[config.mk]
export PLATFORM = sky130hd
export DESIGN_NAME = alu_nibble_sequencer_flat
export DESIGN_NICKNAME = d
export VERILOG_FILES = /design/src/rtl/alu_nibble_sequencer_if.sv /design/src/rtl/alu_nibble_sequencer.sv /design/src/flat_wrapper.sv
export SDC_FILE = /design/constraint.sdc
export NUM_CORES = 1
export LEC_CHECK = 0
export CAP_MARGIN = 10
export CORE_ASPECT_RATIO = 0.7
export CORE_MARGIN = 5
export CORE_UTILIZATION = 41
export DETAILED_ROUTE_END_ITERATION = 10
export GPL_ROUTABILITY_DRIVEN = 0
export PLACE_DENSITY = 0.84
export SLEW_MARGIN = 20
export SYNTH_ARGS = -nofsm -noshare
export SYNTH_HDL_FRONTEND = slang
export SYNTH_SLANG_ARGS = --single-unit
[constraint.sdc]
create_clock -name clk -period 1.2 [get_ports clk]
set_input_delay 0.18 -clock clk [delete_from_list [all_inputs] [get_ports clk]]
set_output_delay 0.18 -clock clk [all_outputs]
set_load 0.005 [all_outputs]
[src/rtl/alu_nibble_sequencer_if.sv]
// Command, response and ALU-side signals of the nibble sequencer.
// slave = sequencer side, master = command source / response sink / ALU side.
interface alu_nibble_sequencer_if;
    logic       cmd_valid;
    logic       cmd_ready;
    logic [3:0] cmd_op1;
    logic [3:0] cmd_op2;
    logic [3:0] cmd_opcode;
    logic       alu_rst;
    logic [3:0] alu_data;
    logic [3:0] alu_result;
    logic [3:0] alu_status;
    logic       rsp_valid;
    logic       rsp_ready;
    logic [3:0] rsp_result;
    logic [2:0] rsp_flags;
    logic       rsp_timeout;
    logic       busy;

    modport slave (
        input  cmd_valid, cmd_op1, cmd_op2, cmd_opcode, alu_result, alu_status, rsp_ready,
        output cmd_ready, alu_rst, alu_data, rsp_valid, rsp_result, rsp_flags, rsp_timeout, busy
    );

    modport master (
        output cmd_valid, cmd_op1, cmd_op2, cmd_opcode, alu_result, alu_status, rsp_ready,
        input  cmd_ready, alu_rst, alu_data, rsp_valid, rsp_result, rsp_flags, rsp_timeout, busy
    );
endinterface

[src/rtl/alu_nibble_sequencer.sv]
// Serialises one {op1, op2, opcode} command onto the 4-bit ALU and returns its result.
// Optional WAIT abort enabled by defining SEQ_TIMEOUT_EN.
//
// state      | meaning
// S_IDLE     | ready for a command
// S_ALU_RST  | one-cycle ALU reset pulse, clears sticky flags
// S_SEND_OP1 | op1 on alu_data
// S_SEND_OP2 | op2 on alu_data
// S_SEND_OPC | opcode on alu_data
// S_WAIT     | opcode held, waiting for ALU done (or timeout)
// S_RESP     | response presented until rsp_ready
module alu_nibble_sequencer #(
    parameter int TIMEOUT_CYCLES = 15
) (
    input logic clk,
    input logic reset,
    alu_nibble_sequencer_if.slave bus
);
    typedef enum logic [2:0] {
        S_IDLE, S_ALU_RST, S_SEND_OP1, S_SEND_OP2, S_SEND_OPC, S_WAIT, S_RESP
    } state_t;

    state_t     state_q, state_d;
    logic [3:0] op1_q, op2_q, opc_q;
    logic [3:0] res_q;
    logic [2:0] flags_q;
    logic       cap_done;
    logic       cap_tmo;
`ifdef SEQ_TIMEOUT_EN
    localparam logic [3:0] TMO_LAST = 4'(TIMEOUT_CYCLES - 1);
    logic [3:0] tmo_cnt;
    logic       tmo_q;
`endif

    always_ff @(posedge clk) begin
        if (reset) state_q <= S_IDLE;
        else       state_q <= state_d;
    end

    always_comb begin
        state_d  = state_q;
        cap_done = 1'b0;
        cap_tmo  = 1'b0;
        case (state_q)
            S_IDLE:     if (bus.cmd_valid) state_d = S_ALU_RST;
            S_ALU_RST:  state_d = S_SEND_OP1;
            S_SEND_OP1: state_d = S_SEND_OP2;
            S_SEND_OP2: state_d = S_SEND_OPC;
            S_SEND_OPC: state_d = S_WAIT;
            S_WAIT: begin
                // done takes precedence over an expiring timeout in the same cycle
                if (bus.alu_status[0]) begin
                    state_d  = S_RESP;
                    cap_done = 1'b1;
                end
`ifdef SEQ_TIMEOUT_EN
                else if (tmo_cnt == 4'd0) begin
                    state_d = S_RESP;
                    cap_tmo = 1'b1;
                end
`endif
            end
            S_RESP:     if (bus.rsp_ready) state_d = S_IDLE;
            default:    state_d = S_IDLE;
        endcase
    end

    always_ff @(posedge clk) begin
        if (reset) begin
            op1_q   <= 4'd0;
            op2_q   <= 4'd0;
            opc_q   <= 4'd0;
            res_q   <= 4'd0;
            flags_q <= 3'd0;
        end else begin
            if (state_q == S_IDLE && bus.cmd_valid) begin
                op1_q <= bus.cmd_op1;
                op2_q <= bus.cmd_op2;
                opc_q <= bus.cmd_opcode;
            end
            if (cap_done) begin
                res_q   <= bus.alu_result;
                flags_q <= bus.alu_status[3:1];
            end else if (cap_tmo) begin
                res_q   <= 4'd0;
                flags_q <= 3'd0;
            end
        end
    end

`ifdef SEQ_TIMEOUT_EN
    // Down-counter loaded on WAIT entry; terminal count 0 means TIMEOUT_CYCLES WAIT cycles elapsed
    always_ff @(posedge clk) begin
        if (reset) begin
            tmo_cnt <= 4'd0;
            tmo_q   <= 1'b0;
        end else begin
            if (state_q == S_SEND_OPC)                     tmo_cnt <= TMO_LAST;
            else if (state_q == S_WAIT && tmo_cnt != 4'd0) tmo_cnt <= tmo_cnt - 4'd1;
            if (cap_done)     tmo_q <= 1'b0;
            else if (cap_tmo) tmo_q <= 1'b1;
        end
    end
    assign bus.rsp_timeout = tmo_q & ~reset & (state_q == S_RESP);
`else
    assign bus.rsp_timeout = 1'b0;
`endif

    // Outputs are forced quiet while reset is asserted, even before the first reset edge.
    always_comb begin
        bus.alu_data = 4'd0;
        if (!reset) begin
            case (state_q)
                S_SEND_OP1:     bus.alu_data = op1_q;
                S_SEND_OP2:     bus.alu_data = op2_q;
                S_SEND_OPC,
                S_WAIT:         bus.alu_data = opc_q;
                default:        bus.alu_data = 4'd0;
            endcase
        end
    end

    assign bus.alu_rst    = reset | (state_q == S_ALU_RST);
    assign bus.cmd_ready  = ~reset & (state_q == S_IDLE);
    assign bus.busy       = ~reset & (state_q != S_IDLE);
    assign bus.rsp_valid  = ~reset & (state_q == S_RESP);
    assign bus.rsp_result = reset ? 4'd0 : res_q;
    assign bus.rsp_flags  = reset ? 3'd0 : flags_q;
endmodule

[src/flat_wrapper.sv]
// flat-port wrapper written by rule: the top's interface ports become plain ports
module alu_nibble_sequencer_flat 
#(
    parameter int TIMEOUT_CYCLES = 15
)
  (clk, reset, bus_cmd_valid, bus_cmd_op1, bus_cmd_op2, bus_cmd_opcode, bus_alu_result, bus_alu_status, bus_rsp_ready, bus_cmd_ready, bus_alu_rst, bus_alu_data, bus_rsp_valid, bus_rsp_result, bus_rsp_flags, bus_rsp_timeout, bus_busy);
  alu_nibble_sequencer_if bus_i ();
  input logic clk;
  input logic reset;
  input wire logic [$bits(bus_i.cmd_valid)-1:0] bus_cmd_valid;
  input wire logic [$bits(bus_i.cmd_op1)-1:0] bus_cmd_op1;
  input wire logic [$bits(bus_i.cmd_op2)-1:0] bus_cmd_op2;
  input wire logic [$bits(bus_i.cmd_opcode)-1:0] bus_cmd_opcode;
  input wire logic [$bits(bus_i.alu_result)-1:0] bus_alu_result;
  input wire logic [$bits(bus_i.alu_status)-1:0] bus_alu_status;
  input wire logic [$bits(bus_i.rsp_ready)-1:0] bus_rsp_ready;
  output wire logic [$bits(bus_i.cmd_ready)-1:0] bus_cmd_ready;
  output wire logic [$bits(bus_i.alu_rst)-1:0] bus_alu_rst;
  output wire logic [$bits(bus_i.alu_data)-1:0] bus_alu_data;
  output wire logic [$bits(bus_i.rsp_valid)-1:0] bus_rsp_valid;
  output wire logic [$bits(bus_i.rsp_result)-1:0] bus_rsp_result;
  output wire logic [$bits(bus_i.rsp_flags)-1:0] bus_rsp_flags;
  output wire logic [$bits(bus_i.rsp_timeout)-1:0] bus_rsp_timeout;
  output wire logic [$bits(bus_i.busy)-1:0] bus_busy;
  assign bus_i.cmd_valid = bus_cmd_valid;
  assign bus_i.cmd_op1 = bus_cmd_op1;
  assign bus_i.cmd_op2 = bus_cmd_op2;
  assign bus_i.cmd_opcode = bus_cmd_opcode;
  assign bus_i.alu_result = bus_alu_result;
  assign bus_i.alu_status = bus_alu_status;
  assign bus_i.rsp_ready = bus_rsp_ready;
  assign bus_cmd_ready = bus_i.cmd_ready;
  assign bus_alu_rst = bus_i.alu_rst;
  assign bus_alu_data = bus_i.alu_data;
  assign bus_rsp_valid = bus_i.rsp_valid;
  assign bus_rsp_result = bus_i.rsp_result;
  assign bus_rsp_flags = bus_i.rsp_flags;
  assign bus_rsp_timeout = bus_i.rsp_timeout;
  assign bus_busy = bus_i.busy;
  alu_nibble_sequencer #(.TIMEOUT_CYCLES(TIMEOUT_CYCLES)) u_core (.clk(clk), .reset(reset), .bus(bus_i));
endmodule
### Word level (Yosys, flattened, before mapping)

Cells that the tools add are included.

* add/sub/neg operators: 0
* multiply operators: 0
* divide/modulo/power cells: 0
* magnitude comparators: 0
* equality and inequality tests: 9
* shifts and indexed selects: 0
* multiplexer cells: 10
* bitwise gates (word level): 5
* reduce and logical (&&, ||, !) cells: 5

Operator list (count)
* 3-bit one-hot mux with 7 select lines: 1
* 3-bit two-way mux: 4
* 4-bit one-hot mux with 3 select lines: 1
* 3-bit equality test (second input constant): 3
* 4-bit two-way mux: 2
* 3-bit by 2-bit equality test with 1-bit output (second input constant): 2
* 2-bit inequality test (second input constant): 3
* 1-bit AND: 3
* 3-bit by 1-bit equality test with 1-bit output (second input constant): 1
* 3-bit zero test: 1
* 3-bit AND reduction: 1
* 3-bit nonzero test: 1
* 1-bit two-way mux: 2
* 2-bit OR reduction: 1
* 1-bit logical AND: 1
* 1-bit NOT: 1
* 1-bit OR: 1

* register bits after elaboration: 22
* latch bits: 0
* RAM bits: 0
* ROM bits: 0
* bits of input ports: 24
* output and inout bits: 16
* memories: 0

### Depth between registers and ports, before layout

Gate-level depths: netlist of run 1.

* word-level depth: 4
* gate-level depth with buffers: 4
* depth with buffers taken out: 2

### Worst setup path after synthesis of run 1

No wires, ideal clock.

* kind: reg2out
* start point: register u_core.state_q[2]
* end point: output bus_alu_data[0]
* arrival time: 1021 ps
* required time: 1020 ps
* setup slack: -1 ps
* stages on the path, launching flop included: 4
* path buffers: 1
* cells stage by stage: dfxtp_1 > buf_2 > nor3b_1 > o2bb2ai_1

* longest elaborated chain between the ends: 4
* elaborated cells on any way between the ends: 7
* those cells by class: eq/ne (4); mux (2); reduce/logical (1)

RTL lines
* from (decl): RTL line alu_nibble_sequencer.sv:23 `state_t state_q, state_d;`
* from (signal assigned): RTL line alu_nibble_sequencer.sv:37 `else state_q <= state_d;`
* 3-bit equality test: RTL line alu_nibble_sequencer.sv:113 `case (state_q)`
* 2-bit OR reduction: RTL line alu_nibble_sequencer.sv:113
* 4-bit one-hot mux with 3 select lines (*): RTL line alu_nibble_sequencer.sv:113
* 4-bit two-way mux (*): RTL line alu_nibble_sequencer.sv:112 `if (!reset) begin`
* to (decl): RTL line flat_wrapper.sv:19 `output wire logic [$bits(bus_i.alu_data)-1:0] bus_alu_data;`

Every way passes the cells marked *; elsewhere a longest branch is shown, timed or not.

### Worst setup path in the final report of run 1

* start point: register u_core.state_q[1]
* end point: output bus_alu_data[3]

The elaborated chain is that of the path after synthesis.

==> results by group, run 1 <==
Placed design
  – DP Wirelength: between 2000 and 2500 um
  – IO Port Bufs: 38
  – Worst slack at placement: -742.0 ps

Global route
  – Vias in the first global route: around 1.1k
  – First-pass GRT wire length: around 5600 um
  – Largest net degree at the start of global routing: 17
  – Total grt overflow: 0
  – GRT Total Usage: 17.03%
  – Initial antenna violation count: 0

Critical path
  – WP data required: slightly above 1000 ps
  – Reg2reg path depth: 5
  – Crit path launch: u_core.state_q[1]
  – Critical Path AT: about 1300 ps
  – Termination of the worst setup path: bus_alu_data[3]
  – Reg-to-Reg End: u_core.op2_q[2]
  – Reg2reg start: u_core.state_q[1]
  – Register-to-register setup slack: -260 ps
  – Worst-path maximum fanout: 4
  – Slowest stage cell on the critical path: or3b_4
  – Setup CP Type: register to output pin
  – CP max stage delay: 430 ps
  – Critical Path Start Type: register
  – CP Cell Sequence: or3b_4 > o32ai_2 > buf_2
  – Worst setup EP type: output pin

Floorplanning
  – Die area: between 4000 and 5000 um^2
  – Die Ht: around 56 um
  – Initial Util: a little over two fifths
  – Core area: about 2800 um^2
  – Ports: 40
  – Cell Rows: 16
  – Die X: 75.10 um

Worst hold path
  – Worst hold path class: input pin to register

Synthesis
  – Seq cells post-synth: 22
  – Yosys warns: 0
  – Post-synth cell types: 29
  – Largest family of logic cells by synthesized area: simple AND/OR/NAND/NOR gates
  – Synth Area in XOR/XNOR: 0.7202%
  – Adder-Cell Fraction of Synth Area: 0%
  – Post-synthesis simple-gate area fraction: 27.67%
  – Synth Instances: between 100 and 150
  – Mux contribution to synthesized area: between 20% and 30%
  – Synth Area in Compound Gates: between 7 and 8%
  – Post-Syn Area: 1216 um^2
  – Syn Nets: 145
  – Average size of a mapped cell: approximately 10 um^2
  – Register area share after synthesis: roughly 36%

Power and ir drop
  – P_leak: ~0.85 nW
  – Power Internal: between 1 and 1.5 mW
  – P_sw: about 0.55 mW
  – Flop pwr share: about two fifths
  – Clock power frac: about a quarter
  – Combinational share of power: 32.6%
  – PD cells: slightly below 1000 nW/um^2
  – Switching power share of the total: ~27%
  – Worst vdd ir: 0.6906 mV

Cells and area
  – Area growth from synthesis to layout: 67.08%
  – Antenna Cells: 0
  – Nets: 207
  – Layout cells sized above 1: 42.31%

Outcome
  – Violated checks: negative setup slack
  – Status: finished with violations

Detailed routing
  – Routed wire length: roughly 3500 um
  – WL per Instance: between 15 and 20 um
  – Starting DRC count in detailed routing: 64
  – Pre-antenna DRT Iters: 4
  – Remaining DRCs: 0
  – Final ANT Viol Nets: 0
  – Via/cell ratio: approximately 4.9
  – Vias: 1070

Clock network
  – CTS tree: built
  – CTS Sinks: 22
  – CTS buffer count: 3
  – Clk buf depth: 2
  – Clock Latency Late Sink: approximately 260 ps
  – H-Tree Level Count: 1
  – CTS clk-pin slew, worst paths: about 70 ps
  – Root Buffer: clkbuf_8
  – Hold buffer count at cts: 0

STA
  – Fmax: between 600 and 700 MHz
  – # setup viols final: 28
  – Final min period: roughly 1500 ps
  – Final WS setup: -282.9 ps
  – Fin Setup TNS: -5292 ps
  – Final hold violations: 0
  – RSZ-0062 raised after global routing: yes
  – Tcrit/Tclk final: 123.6%
  – Max Transition Viols Final: 0
  – Setup Skew: 6.266 ps

Job
  – Maxcap violations: 0
==> cells in the mapped netlist (all sizes together) <==
| master | n | area share [%] |
|---|---|---|
| nand2b | 26 | 13 |
| dfxtp | 22 | 36 |
| mux2i | 16 | 13 |
| nor2b | 14 | 7.2 |
| buf | 8 | 4.7 |
| mux2 | 7 | 8.6 |
| clkbuf | 3 | 0.93 |
| o2bb2ai | 3 | 2.2 |
| a21oi | 2 | 0.82 |
| nor2 | 2 | 0.62 |
| nor3 | 2 | 0.82 |
| nor4b | 2 | 2.7 |
| a21o | 1 | 0.62 |
| a221o | 1 | 0.82 |
| a311oi | 1 | 0.72 |
| and4b | 1 | 0.82 |
| conb | 1 | 0.31 |
| inv | 1 | 0.31 |
| nand2 | 1 | 0.31 |
| nor3b | 1 | 0.62 |
| nor4 | 1 | 0.51 |
| o211a | 1 | 0.82 |
| o21bai | 1 | 0.62 |
| o32ai | 1 | 0.72 |
| or3b | 1 | 0.72 |
| xnor2 | 1 | 0.72 |
==> critical path, delay by kind of cell, from the launching register on <==
kind | cells | cell delay [ps]
simple gates | 1 | 430
compound gates | 1 | 100
buf+inv | 1 | 150
flops | 1 | 360
==> final cells by class <==
| class | instances | area, um^2 |
|---|---|---|
| Multi-Input combinational cell | 87 | 858.3 |
| Clock buffer | 4 | 55.05 |
| Timing Repair Buffer | 68 | 620.6 |
| Sequential cell | 22 | 449.2 |
| Tap cell | 36 | 45.04 |
| Fill cell | 186 | 790.8 |
| Inverter | 1 | 3.754 |
==> metrics by stage <==
stage / instances / hold slack [ps] / power (mW) / area [um^2] / util (%)
after floorplan: 121 / 335.3 / 1.087 / 1221 / -
after global placement: 204 / 458.0 / 1.288 / 1740 / 61.66
after detailed placement: 204 / 465.7 / 1.309 / 1740 / 61.66
after CTS: 215 / 407.0 / 1.916 / 1926 / 68.22
after global routing: 218 / 445.4 / 2.117 / 2032 / 71.99
final: 218 / 416.0 / 2.021 / 2032 / 71.99
==> power by group through the flow <==
stage / combinational [mW] / clock [mW] / sequential (mW)
floorplan: 0.254 / 0 / 0.833
global placement: 0.451 / 0 / 0.837
detailed placement: 0.470 / 0 / 0.839
CTS: 0.550 / 0.534 / 0.832
global route: 0.704 / 0.570 / 0.843
finish: 0.660 / 0.525 / 0.836
==> cell families (layout without fill, tap and decap cells) <==
group,Yosys count,in the layout
AOI/OAI and AO/OA,11,11
muxes,23,23
other,1,1
xor gates and xnor gates,1,1
buffers and inverters,12,73
and+or+nand+nor,51,51
DFF,22,22
==> sequential cells by signal (all words and copies together) (netlist names) <==
name and flops:
u_core.op1_q 4, u_core.op2_q 4, u_core.opc_q 4, u_core.res_q 4, u_core.flags_q 3, u_core.state_q 3
==> worst min-delay path by stage <==
stage,start,endpoint,cells after the start
2_1_floorplan,bus_cmd_opcode[2],u_core.opc_q[2],2
3_3_place_gp,u_core.opc_q[0],u_core.opc_q[0],2
3_5_place_dp,u_core.op1_q[3],u_core.op1_q[3],2
4_1_cts,reset,u_core.op1_q[3],4
5_1_grt,reset,u_core.op1_q[3],4
6_report,reset,u_core.op1_q[3],4
==> timing repair <==
item	CTS	global route
pin swaps	7	4
setup buffers	6	3
endpoints found under the hold margin	0	0
setup endpoints to repair	35	31
gates cloned	1	0
resized for setup	79	15
==> cell usage in the layout, fill, tap and decap left out, drive strengths merged, types with 2 or more instances in the layout <==
| master | n |
|---|---|
| clkdlybuf4s50 | 22 |
| dfxtp | 22 |
| mux2 | 7 |
| nor2 | 2 |
| o2bb2ai | 3 |
| nor2b | 14 |
| a21oi | 2 |
| mux2i | 16 |
| buf | 39 |
| dlygate4sd2 | 6 |
| clkbuf | 4 |
| nand2b | 26 |
| nor3 | 2 |
| nor4b | 2 |
==> per-layer routing <==
metal | GRT usage (%) | wire length [um] | part of all wire [%] | vias to the layer above
li1 | - | - | - | 533
met1 | 22.48 | 1562 | 44 | 515
met2 | 28.41 | 1797 | 51 | 20
met3 | 3.623 | 136 | 3.9 | 2
met4 | 3.046 | 21 | 0.60 | 0
met5 | 0 | 0 | 0 | -
No activity file was read; power rests on OpenSTA's default activity.
==> run 2: changes to the inputs <==
--- a/config.mk
+++ b/config.mk
@@ -8,10 +8,11 @@
 export CAP_MARGIN = 10
 export CORE_ASPECT_RATIO = 0.7
 export CORE_MARGIN = 5
-export CORE_UTILIZATION = 41
+export CORE_UTILIZATION = 45
 export DETAILED_ROUTE_END_ITERATION = 10
+export DONT_BUFFER_PORTS = 1
 export GPL_ROUTABILITY_DRIVEN = 0
-export PLACE_DENSITY = 0.84
+export PLACE_DENSITY = 0.7
 export SLEW_MARGIN = 20
 export SYNTH_ARGS = -nofsm -noshare
 export SYNTH_HDL_FRONTEND = slang
==> results by group, run 2 (synthesized netlist as in run 1, its figures left out) <==
Outcome
  – Status: finished with violations
  – Violated checks: negative setup slack

Floorplanning
  – Initial Util: 48.36% (+5.3 points)
  – Die Ht: 53.50 um (-3.7%)
  – Die X: 72.14 um (-3.9%)
  – Die area: 3859 um^2 (-7.5%)
  – Ports: 40 (unchanged)
  – Core area: 2515 um^2 (-11%)
  – Cell Rows: 15 (-1)

Power and ir drop
  – Switching power share of the total: 25.46% (-1.8 points)
  – Flop pwr share: 40.4% (-1.0 points)
  – Clock power frac: 33.9% (+7.9 points)
  – Combinational share of power: 25.7% (-6.9 points)
  – P_sw: 0.5275 mW (-4.2%)
  – Power Internal: 1.544 mW (+5.0%)
  – Total Power: 2.072 mW (+2.5%)
  – PD cells: 1228 nW/um^2 (+23%)
  – Worst vdd ir: 0.8508 mV (+23%)
  – P_leak: 0.6514 nW (-23%)

STA
  – RSZ-0062 raised after global routing: yes
  – Max Transition Viols Final: 0 (unchanged)
  – Fin Setup TNS: -3228 ps (+2064 ps)
  – Final WS setup: -253.6 ps (+29.29 ps)
  – Worst hold margin: 58.33 ps (-357.6 ps)
  – Setup Skew: 1.374 ps (-4.892 ps)
  – Final min period: 1454 ps (-29.29 ps)
  – Tcrit/Tclk final: 121.1% (-2.4 points)
  – Fmax: 687.9 MHz (+2.0%)
  – # setup viols final: 28 (unchanged)
  – Final hold violations: 0 (unchanged)

Placed design
  – DP Area: 1310 um^2 (-25%)
  – IO Port Bufs: 0 (-100%)
  – DP Wirelength: 1750 um (-23%)
  – Cells after DPL: 156 (-24%)
  – Worst slack at placement: -103.5 ps (+638.5 ps)

Cells and area
  – Final core occ: 67.06% (-4.9 points)
  – # fillers: 193 (+3.8%)
  – Commonest non-fill, non-tap cell in the layout: nand2b_1
  – Nets: 164 (-21%)
  – Area growth from synthesis to layout: 38.68%
  – FF/Latch Area: 449.2 um^2 (unchanged)
  – Post-route insts no fill: 173 (-21%)
  – Layout cells sized above 1: 37.41% (-4.9 points)
  – Antenna Cells: 0 (unchanged)
  – Multi-input logic area: 845.8 um^2 (-1.5%)
  – Most frequent cells in the layout: 26 x nand2b_1, 19 x dfxtp_1, 15 x mux2i_1
  – Design area: 1687 um^2 (-17%)

Clock network
  – Root Buffer: clkbuf_8
  – Clock Latency Late Sink: 270 ps (about the same)
  – CTS tree: built
  – CTS Sinks: 22 (unchanged)
  – CTS buffer count: 3 (unchanged)
  – H-Tree Level Count: 1 (unchanged)
  – Clk buf depth: 2 (unchanged)
  – CTS clk-pin slew, worst paths: 80 ps (about the same)

Global route
  – Top Usage Layer GRT: met2
  – Grt met2 use: 27.95% (-0.47 points)
  – GR Util met3: 5.313% (+1.7 points)
  – Largest net degree at the start of global routing: 48 (+31)
  – GRT Total Usage: 16.73% (-0.30 points)
  – Initial antenna violation count: 0 (unchanged)
  – Vias in the first global route: 975 (-14%)
  – M1 GR Usage: 20.11% (-2.4 points)
  – First-pass GRT wire length: 4899 um (-12%)
  – Total grt overflow: 0 (unchanged)

Critical path
  – Critical Path Start Type: register
  – Register-to-register setup slack: -120 ps (+140 ps)
  – WP data required: 1020 ps (about the same)
  – CP max stage delay: 370 ps (-60 ps)
  – CP Cell Sequence: buf_6 > nor3b_4 > buf_6 > o2bb2ai_4
  – Slowest stage cell on the critical path: dfxtp_4
  – Reg2reg path depth: 5 (unchanged)
  – Reg2reg start: u_core.state_q[0]
  – Most used cell, CP: buf_6
  – Reg-to-Reg End: u_core.op2_q[3]
  – Setup CP Type: register to output pin
  – Worst setup EP type: output pin
  – Critical Path AT: 1270 ps (-30 ps)
  – Worst-path maximum fanout: 5 (+1)

Detailed routing
  – Vias: 923 (-14%)
  – WL per Instance: 17.63 um (+9.3%)
  – Remaining DRCs: 0 (unchanged)
  – Routed wire length: 3050 um (-13%)
  – Final ANT Viol Nets: 0 (unchanged)
  – Pre-antenna DRT Iters: 4 (unchanged)
  – Via/cell ratio: 5.335 (+8.7%)
  – Starting DRC count in detailed routing: 45 (-30%)

Worst hold path
  – Hold path start: bus_cmd_op1[1]
  – Worst hold endpoint: u_core.op1_q[1]
  – Hold Crit Depth: 2 (-2)
  – Worst hold path class: input pin to register

Job
  – Maxcap violations: 0 (unchanged)
[run 2: changes by cell type in the layout (fill, tap and decap cells not counted), sizes merged]
cell | previous run | this run
buf | 39 | 23
dlygate4sd2 | 6 | 0
dlygate4sd3 | 0 | 1
clkdlybuf4s15 | 1 | 0
clkdlybuf4s50 | 22 | 0
bufinv | 0 | 1
[run 2: repair_timing]
item	in CTS	in global routing
endpoints found under the setup margin	28	29
cloned	0	1
hold endpoints to repair	2	0
hold buffers	1	0
setup buffers	10	2
resized for setup	31	6
pin swaps	12	3
[run 2: per-layer routing]
layer | up-vias | wire (um)
met2 | 32 | 1492
met5 | - | 0
li1 | 444 | -
met4 | 0 | 74
met1 | 437 | 1309
met3 | 10 | 174
[run 2: critical path, delay by kind of cell, from the launching register on]
kind | cells | cell delay, ps
DFF | 1 | 370
buffers and inverters | 2 | 280
and+or+nand+nor | 1 | 240
AOI/OAI and AO/OA | 1 | 110
[run 2: how the worst max path moves through the flow]
stage               slack (ps)              start  cells after the start           endpoint
detailed placement        -100  u_core.state_q[2]                      4    u_core.op1_q[0]
finish                    -250  u_core.state_q[1]                      4    bus_alu_data[0]
global route              -290  u_core.state_q[1]                      4    bus_alu_data[0]
CTS                       -230  u_core.state_q[1]                      2    bus_alu_data[1]
global placement           -70  u_core.state_q[2]                      4    u_core.op1_q[1]
floorplan                    3  u_core.state_q[0]                      3  u_core.flags_q[0]
[run 2: cell type report]
type | count | share of cell area (%)
timing repair buffer | 25 | 16.25
sequential | 22 | 26.63
multi-input combinational | 87 | 50.15
clock inverter | 1 | 1.780
clock buffer | 3 | 2.448
inverter | 1 | 0.2226
tap | 34 | 2.522
[run 2: power by group through the flow]
stage          combinational, mW  sequential (mW)  clock (mW)
2_1_floorplan              0.254            0.833           0
3_3_place_gp               0.321            0.834           0
3_5_place_dp               0.330            0.839           0
4_1_cts                    0.468            0.830       0.710
5_1_grt                    0.567            0.844       0.755
6_report                   0.532            0.837       0.703
